<file path="config.mk">
export PLATFORM = sky130hd
export DESIGN_NAME = vslc_scan_sequencer
export DESIGN_NICKNAME = d
export VERILOG_FILES = /design/src/rtl/vslc_scan_sequencer.sv
export SDC_FILE = /design/constraint.sdc
export NUM_CORES = 1
export LEC_CHECK = 0
export BUFFER_PORTS_ARGS = -buffer_cell sky130_fd_sc_hd__buf_2
export CORE_MARGIN = 8
export CORE_UTILIZATION = 40
export DETAILED_ROUTE_END_ITERATION = 6
export MAX_ROUTING_LAYER = met4
export PLACE_DENSITY = 0.63
export SLEW_MARGIN = 20
export SYNTH_ARGS = -nofsm -noshare
export SYNTH_HDL_FRONTEND = slang
export SYNTH_SLANG_ARGS = --single-unit
</file>
<file path="constraint.sdc">
create_clock -name clk -period 4.7 [get_ports clk]
set_input_delay 0.47 -clock clk [delete_from_list [all_inputs] [get_ports clk]]
set_output_delay 0.47 -clock clk [all_outputs]
set_load 0.01 [all_outputs]
</file>
<file path="src/rtl/vslc_scan_sequencer.sv">
// Scan sequencer: samples input banks, starts the logic core, then drives output banks.
// Optional watchdog is compiled in when VSLC_SCAN_WDT_EN is defined.
module vslc_scan_sequencer #(
    parameter int CHANNELS    = 4,
    parameter int SLOT_CYCLES = 4,
    parameter int WDT_LIMIT   = 1024,
    localparam int BW         = (CHANNELS > 1) ? $clog2(CHANNELS) : 1
) (
    input  logic          clk,
    input  logic          rst,
    input  logic          enable,
    output logic [BW-1:0] bank_addr,
    output logic          addr_strobe,
    output logic          bus_dir,
    input  logic [7:0]    in_bus,
    output logic [7:0]    out_bus,
    output logic          exec_start,
    input  logic          exec_done,
    input  logic [BW-1:0] img_rd_bank,
    output logic [7:0]    img_rd_data,
    input  logic          img_wr_en,
    input  logic [BW-1:0] img_wr_bank,
    input  logic [7:0]    img_wr_data,
    output logic          scan_cycle_clk,
    output logic          wdt_fault,
    output logic [1:0]    dbg_state
);

    typedef enum logic [1:0] {
        ST_IDLE   = 2'd0,
        ST_INPUT  = 2'd1,
        ST_EXEC   = 2'd2,
        ST_OUTPUT = 2'd3
    } state_t;

    localparam logic [7:0]    SLOT_LAST = 8'(SLOT_CYCLES - 1);
    localparam logic [BW-1:0] BANK_LAST = BW'(CHANNELS - 1);
    localparam logic [BW:0]   CH_LIM    = (BW + 1)'(CHANNELS);

    state_t        state_q;
    logic [BW-1:0] bank_q;
    logic [7:0]    slot_q;
    logic          addr_strobe_q;
    logic          exec_start_q;
    logic          scan_clk_q;
    logic [7:0]    in_img_q  [CHANNELS];
    logic [7:0]    out_img_q [CHANNELS];
    logic          rd_ok;
    logic          wr_ok;

`ifdef VSLC_SCAN_WDT_EN
    localparam int          WW       = $clog2(WDT_LIMIT + 1);
    localparam logic [WW-1:0] WDT_LAST = WW'(WDT_LIMIT - 1);
    logic          wdt_fault_q;
    logic [WW-1:0] wdt_cnt_q;
    assign wdt_fault = wdt_fault_q;
`else
    // Watchdog compiled out: the fault flag is a constant low.
    assign wdt_fault = (WDT_LIMIT < 0);
`endif

    assign rd_ok = ({1'b0, img_rd_bank} < CH_LIM);
    assign wr_ok = ({1'b0, img_wr_bank} < CH_LIM);

    assign bank_addr      = bank_q;
    assign addr_strobe    = addr_strobe_q;
    assign bus_dir        = (state_q == ST_OUTPUT);
    assign exec_start     = exec_start_q;
    assign scan_cycle_clk = scan_clk_q;
    assign dbg_state      = state_q;
    assign img_rd_data    = rd_ok ? in_img_q[img_rd_bank] : 8'h00;

    always_comb begin
        out_bus = 8'h00;
        if (state_q == ST_OUTPUT) begin
            out_bus = out_img_q[bank_q];
        end
    end

    // Core handshake: exec_start pulses on the first EXEC cycle; exec_done is sampled in
    // every EXEC cycle including that one, the first high sample ends EXEC, and it is ignored elsewhere.
    always_ff @(posedge clk) begin
        if (rst) begin
            state_q       <= ST_IDLE;
            bank_q        <= '0;
            slot_q        <= 8'd0;
            addr_strobe_q <= 1'b0;
            exec_start_q  <= 1'b0;
            scan_clk_q    <= 1'b0;
            for (int i = 0; i < CHANNELS; i++) begin
                in_img_q[i]  <= 8'h00;
                out_img_q[i] <= 8'h00;
            end
`ifdef VSLC_SCAN_WDT_EN
            wdt_fault_q <= 1'b0;
            wdt_cnt_q   <= '0;
`endif
        end else begin
            addr_strobe_q <= 1'b0;
            exec_start_q  <= 1'b0;
            case (state_q)
                ST_IDLE: begin
                    if (enable && !wdt_fault) begin
                        state_q       <= ST_INPUT;
                        bank_q        <= '0;
                        slot_q        <= 8'd0;
                        addr_strobe_q <= 1'b1;
                    end
                end
                ST_INPUT: begin
                    if (slot_q == SLOT_LAST) begin
                        in_img_q[bank_q] <= in_bus;
                        slot_q           <= 8'd0;
                        if (bank_q == BANK_LAST) begin
                            state_q      <= ST_EXEC;
                            bank_q       <= '0;
                            exec_start_q <= 1'b1;
`ifdef VSLC_SCAN_WDT_EN
                            wdt_cnt_q    <= '0;
`endif
                        end else begin
                            bank_q        <= bank_q + 1'b1;
                            addr_strobe_q <= 1'b1;
                        end
                    end else begin
                        slot_q <= slot_q + 8'd1;
                    end
                end
                ST_EXEC: begin
                    if (img_wr_en && wr_ok) begin
                        out_img_q[img_wr_bank] <= img_wr_data;
                    end
                    if (exec_done) begin
                        state_q       <= ST_OUTPUT;
                        bank_q        <= '0;
                        slot_q        <= 8'd0;
                        addr_strobe_q <= 1'b1;
                    end
`ifdef VSLC_SCAN_WDT_EN
                    // Timeout: blank the output image so the forced pass drives zeros.
                    else if (wdt_cnt_q == WDT_LAST) begin
                        wdt_fault_q   <= 1'b1;
                        state_q       <= ST_OUTPUT;
                        bank_q        <= '0;
                        slot_q        <= 8'd0;
                        addr_strobe_q <= 1'b1;
                        for (int i = 0; i < CHANNELS; i++) begin
                            out_img_q[i] <= 8'h00;
                        end
                    end else begin
                        wdt_cnt_q <= wdt_cnt_q + 1'b1;
                    end
`endif
                end
                ST_OUTPUT: begin
                    if (slot_q == SLOT_LAST) begin
                        slot_q <= 8'd0;
                        if (bank_q == BANK_LAST) begin
                            scan_clk_q <= ~scan_clk_q;
                            bank_q     <= '0;
                            if (enable && !wdt_fault) begin
                                state_q       <= ST_INPUT;
                                addr_strobe_q <= 1'b1;
                            end else begin
                                state_q <= ST_IDLE;
                            end
                        end else begin
                            bank_q        <= bank_q + 1'b1;
                            addr_strobe_q <= 1'b1;
                        end
                    end else begin
                        slot_q <= slot_q + 8'd1;
                    end
                end
                default: state_q <= ST_IDLE;
            endcase
        end
    end

endmodule

</file>
== Word-level counts from Yosys, hierarchy flattened ==
Memories as Yosys holds them, arrays and structs flattened. A register that Yosys moved wholly into a read port is not among the register bits.
Index checks and enable logic that the tools add are counted.
Storage, ports and cells
  memory bits (read-only): 0
  memories: 2
  RAM bits: 64
  latch bits: 0
  bits of input ports: 25
  register bits after elaboration: 15
  output and inout port bits: 25
Memories
  in_img_q: words 4, bits a word 8, read ports 1, clocked after memory_dff 0, wr ports 4, RTL line 46  | logic [7:0] in_img_q [CHANNELS];
  out_img_q: words 4, bits a word 8, read ports 1, clocked after memory_dff 1, wr ports 4, RTL line 47  | logic [7:0] out_img_q [CHANNELS];
Cells by class
  multipliers: 0
  divide/modulo/power cells: 0
  equal/unequal tests: 12
  bitwise operators: 3
  magnitude comparators: 0
  add/sub/neg operators: 2
  shift-type cells: 0
  muxes and demuxes: 44
  reduce and logical (&&, ||, !) cells: 9
Operators by type and width (number)
  $mux 8: 6
  $mux 2: 14
  $pmux 8 s3: 1
  $mux 1: 20
  $reduce_or 8->1: 2
  $add 8x1->8 const B: 1
  $eq 8x2->1 const B: 1
  $ne 2x2->1 const B: 4
  $pmux 2 s4: 1
  $eq 2x2->1 const B: 3
  $ne 2x1->1 const B: 3
  $pmux 2 s3: 1
  $reduce_and 3->1: 2
  $reduce_and 6->1: 1
  $pmux 1 s4: 1
  $not 1->1: 3
  $reduce_or 3->1: 1
  $add 2x1->2 const B: 1
  $eq 2x1->1 const B: 1
  $logic_not 2->1: 1
  $reduce_and 2->1: 1
  $reduce_or 2->1: 1

== Logic depth before layout (Yosys ltp) ==
  word-level depth: 7
  mapped depth: 7
  depth with buffers taken out: 6

== Worst setup path before layout ==
No wires, ideal clock.
  path kind: register to register
  start point: reg slot_q[0]
  end point: mem in_img_q[3][0] (enable)
  data arrival time: 1.698 ns
  slack: 2.618 ns
  clock period less this slack: 2.082 ns
  cell stages (with the launch flop): 5
  path buffers: 0
  required time: 4.316 ns
  setup time: 0.384 ns
  path through: dfxtp_1 ha_1 nor4b_4 nand2_1 o21ai_0
RTL lines
  start: declaration: RTL line 42  | logic [7:0] slot_q;
  start signal: assignment: RTL line 126  | slot_q <= slot_q + 8'd1;
  start signal: assignment: RTL line 172  | slot_q <= slot_q + 8'd1;
  end: declaration: RTL line 46

==> results.sh <==
export IMPL_outcome="complete, no violations"
export IMPL_root_buffer="clkbuf_8"
export IMPL_timing_fmax_mhz=413.3
export IMPL_first_global_vias=2239
export IMPL_die_w_um=113.4
export IMPL_yosys_warnings=0
export IMPL_dp_hpwl_um=5529
export IMPL_synth_edf_count=64
export IMPL_ir_worst_vdd_v=0.0001783
export IMPL_wire_per_inst_um=16.58
export IMPL_dr_pass1_iters=4
export IMPL_std_cell_rows=35
export IMPL_critPathMaxStageDelay_ns=0.70
export IMPL_initial_core_util_pct=41.07
export IMPL_netlist_top_cells_count="and2_1, edfxtp_1, dfxtp_1"
export IMPL_syn_to_final_growth_pct=15.20
export IMPL_clk_pin_slew_ns=0.09
export IMPL_clk_latency_ns=0.36
export IMPL_finalNonFillerCells=457
export IMPL_drtAntennaViolNets=0
export IMPL_postSynthAreaPerCell_um2=13.95
export IMPL_finalCritPeriodShare_pct=51.48
export IMPL_hp_class="input pin to flip-flop"
export IMPL_skew_ns=0.01084
export IMPL_n_antenna_cell=0
export IMPL_async_reset_ff_share_pct=0
export IMPL_drive_gt1_share_pct=30.49
export IMPL_path_buf_inv=1
export IMPL_rsz0062_at_grt="no"
export IMPL_wl_um=7576
export IMPL_cts_htree_levels=3
export IMPL_startpoint_type="flip-flop"
export IMPL_portBuffers=48
export IMPL_post_cts_setup_buffer_count=0
export IMPL_arrival_ns=1.95
export IMPL_syn_cell_area_um2=3795
export IMPL_power_density_nw_per_um2=377.1
export IMPL_cts_buffer_depth=2
export IMPL_yosys_area_top_type_share_pct=50.64
export IMPL_cp_required_ns=4.23
export IMPL_yosys_most_used_dff="edfxtp_1"
export IMPL_grt_max_degree=17
export IMPL_cp_cell_sequence="mux4_2, and2_1, buf_2"
export IMPL_first_iter_violations=97
export IMPL_tns_ns=0
export IMPL_yosysMostFrequentCell="and2_1"
export IMPL_dieArea_um2=12860
export IMPL_finalSetupViolations=0
export IMPL_tightestPinTransition_ns=0.8285
export IMPL_grt_pass1_wl_um=12100
export IMPL_via_count=2227
export IMPL_grt_ovfl_total=0
export IMPL_leakage_nw=1.648
export IMPL_place_gp_congestion=0.7805
export IMPL_drc=0
export IMPL_ys_types=41
export IMPL_pre_cts_ws_ns=2.246
export IMPL_dp_cells=441
export IMPL_die_y_um=113.4
export IMPL_ys_ff_latch=81
export IMPL_crit_type="flip-flop to output port"
export IMPL_antenna_found_initial=0
export IMPL_report_final_slew_viol_count=0
export IMPL_netlist_top_cells_area="edfxtp_1, and2_1, mux4_2"
export IMPL_ios=50
export IMPL_coreArea_um2=9240
export IMPL_cp_top_family="flip-flops"
export IMPL_syn_nets=303
export IMPL_yosys_area_top_type="edfxtp_1"
export IMPL_cts_buffers=9
export IMPL_finalNetCount=354
export IMPL_slew_headroom_pct=44.34
export IMPL_hold_buffers=0
export IMPL_fin_ws_ns=2.280
export IMPL_yosysSeqAreaShare_pct=59.61
export IMPL_avgViaCountPerCell=4.873
export IMPL_final_min_clock_period_ns=2.420
export IMPL_end_kind="output port"
export IMPL_grtUsageTotal_pct=12.82
export IMPL_synthCells=272
export IMPL_cts_resized=0
export IMPL_hold_violations=0
export IMPL_clkSinkCount=81
export IMPL_cp_max_fo=8
export IMPL_slowest_stage="dfxtp_1"
export IMPL_cts_tree="built"
export IMPL_maxCapViolCount=0
## layout by cell type (no fill, tap or decap), drive strengths merged, types with 7 or more instances in the layout
master,Yosys,routed
mux4,16,16
clkbuf,5,9
xnor2,7,7
nor2,12,12
edfxtp,64,64
buf,4,49
and2,73,73
or2,7,7
nand2,9,9
inv,3,7
dfxtp,17,17
## flip-flops by register name, indices dropped and copies added, names as in the netlist, named ones only
name and flops:
out_img_q 32, in_img_q 32, scan_cycle_clk 1, addr_strobe 1
bank_addr 2, slot_q 8, exec_start 1, dbg_state 2
## kinds of logic after synthesis
kind of cell	count (synthesis)	synth area share, %
AO/OA/AOI/OAI	16	2.638
other	1	0.09882
XOR/XNOR	8	1.846
multiplexers	17	9.759
AND/OR/NAND/NOR	131	22.72
adder cells (fa/ha/maj)	6	1.978
flip-flops	81	59.61
buffers and inverters	12	1.352
## through the flow
step	instance area (µm²)	utilization [%]	power (mW)	hold WS [ns]
2_1_floorplan	3795	-	1.055	0.4536
4_1_cts	4372	47.31	1.668	0.4024
3_3_place_gp	4164	45.06	1.136	0.4645
3_5_place_dp	4164	45.06	1.139	0.4765
5_1_grt	4372	47.31	1.731	0.4076
6_report	4372	47.31	1.649	0.4149
## cell type report
cell class / count / area, µm²
clock buffers: 9 / 123.9
clock inverters: 7 / 83.83
fillers: 814 / 4868
inverters: 3 / 11.26
multi-input cells: 179 / 1481
flip-flops and latches: 81 / 2262
well taps: 129 / 161.4
repair buffers: 49 / 247.7
## routing by layer
| metal | track usage (%) | vias up | part of all wire, % |
|---|---|---|---|
| met2 | 18.89 | 46 | 47 |
| li1 | - | 1087 | - |
| met5 | - | - | 0 |
| met3 | 3.222 | 10 | 4.5 |
| met1 | 16.38 | 1084 | 47 |
| met4 | 5.861 | 0 | 1.7 |
## power breakdown
group / switching (mW) / internal (mW) / total, mW / leakage (nW)
registers: 0.0398 / 0.814 / 0.854 / 0.799
logic: 0.145 / 0.121 / 0.266 / 0.746
clock network: 0.273 / 0.256 / 0.529 / 0.103
total: 0.458 / 1.19 / 1.65 / 1.65
## final timing paths
check	start	end	slack, ns	cells past startpoint
min reg2reg	slot_q[1]$_SDFFE_PP0P_	slot_q[1]$_SDFFE_PP0P_	0.49	2
max	flip-flop	out_bus[2]	2.28	3
max reg2reg	dbg_state[1]$_SDFFE_PP0P_	out_img_q[0][0]$_SDFFCE_PN0P_	2.49	4
min	in_bus[4]	in_img_q[1][4]$_SDFFCE_PN0P_	0.41	2
No activity file was read; power rests on OpenSTA's default activity.
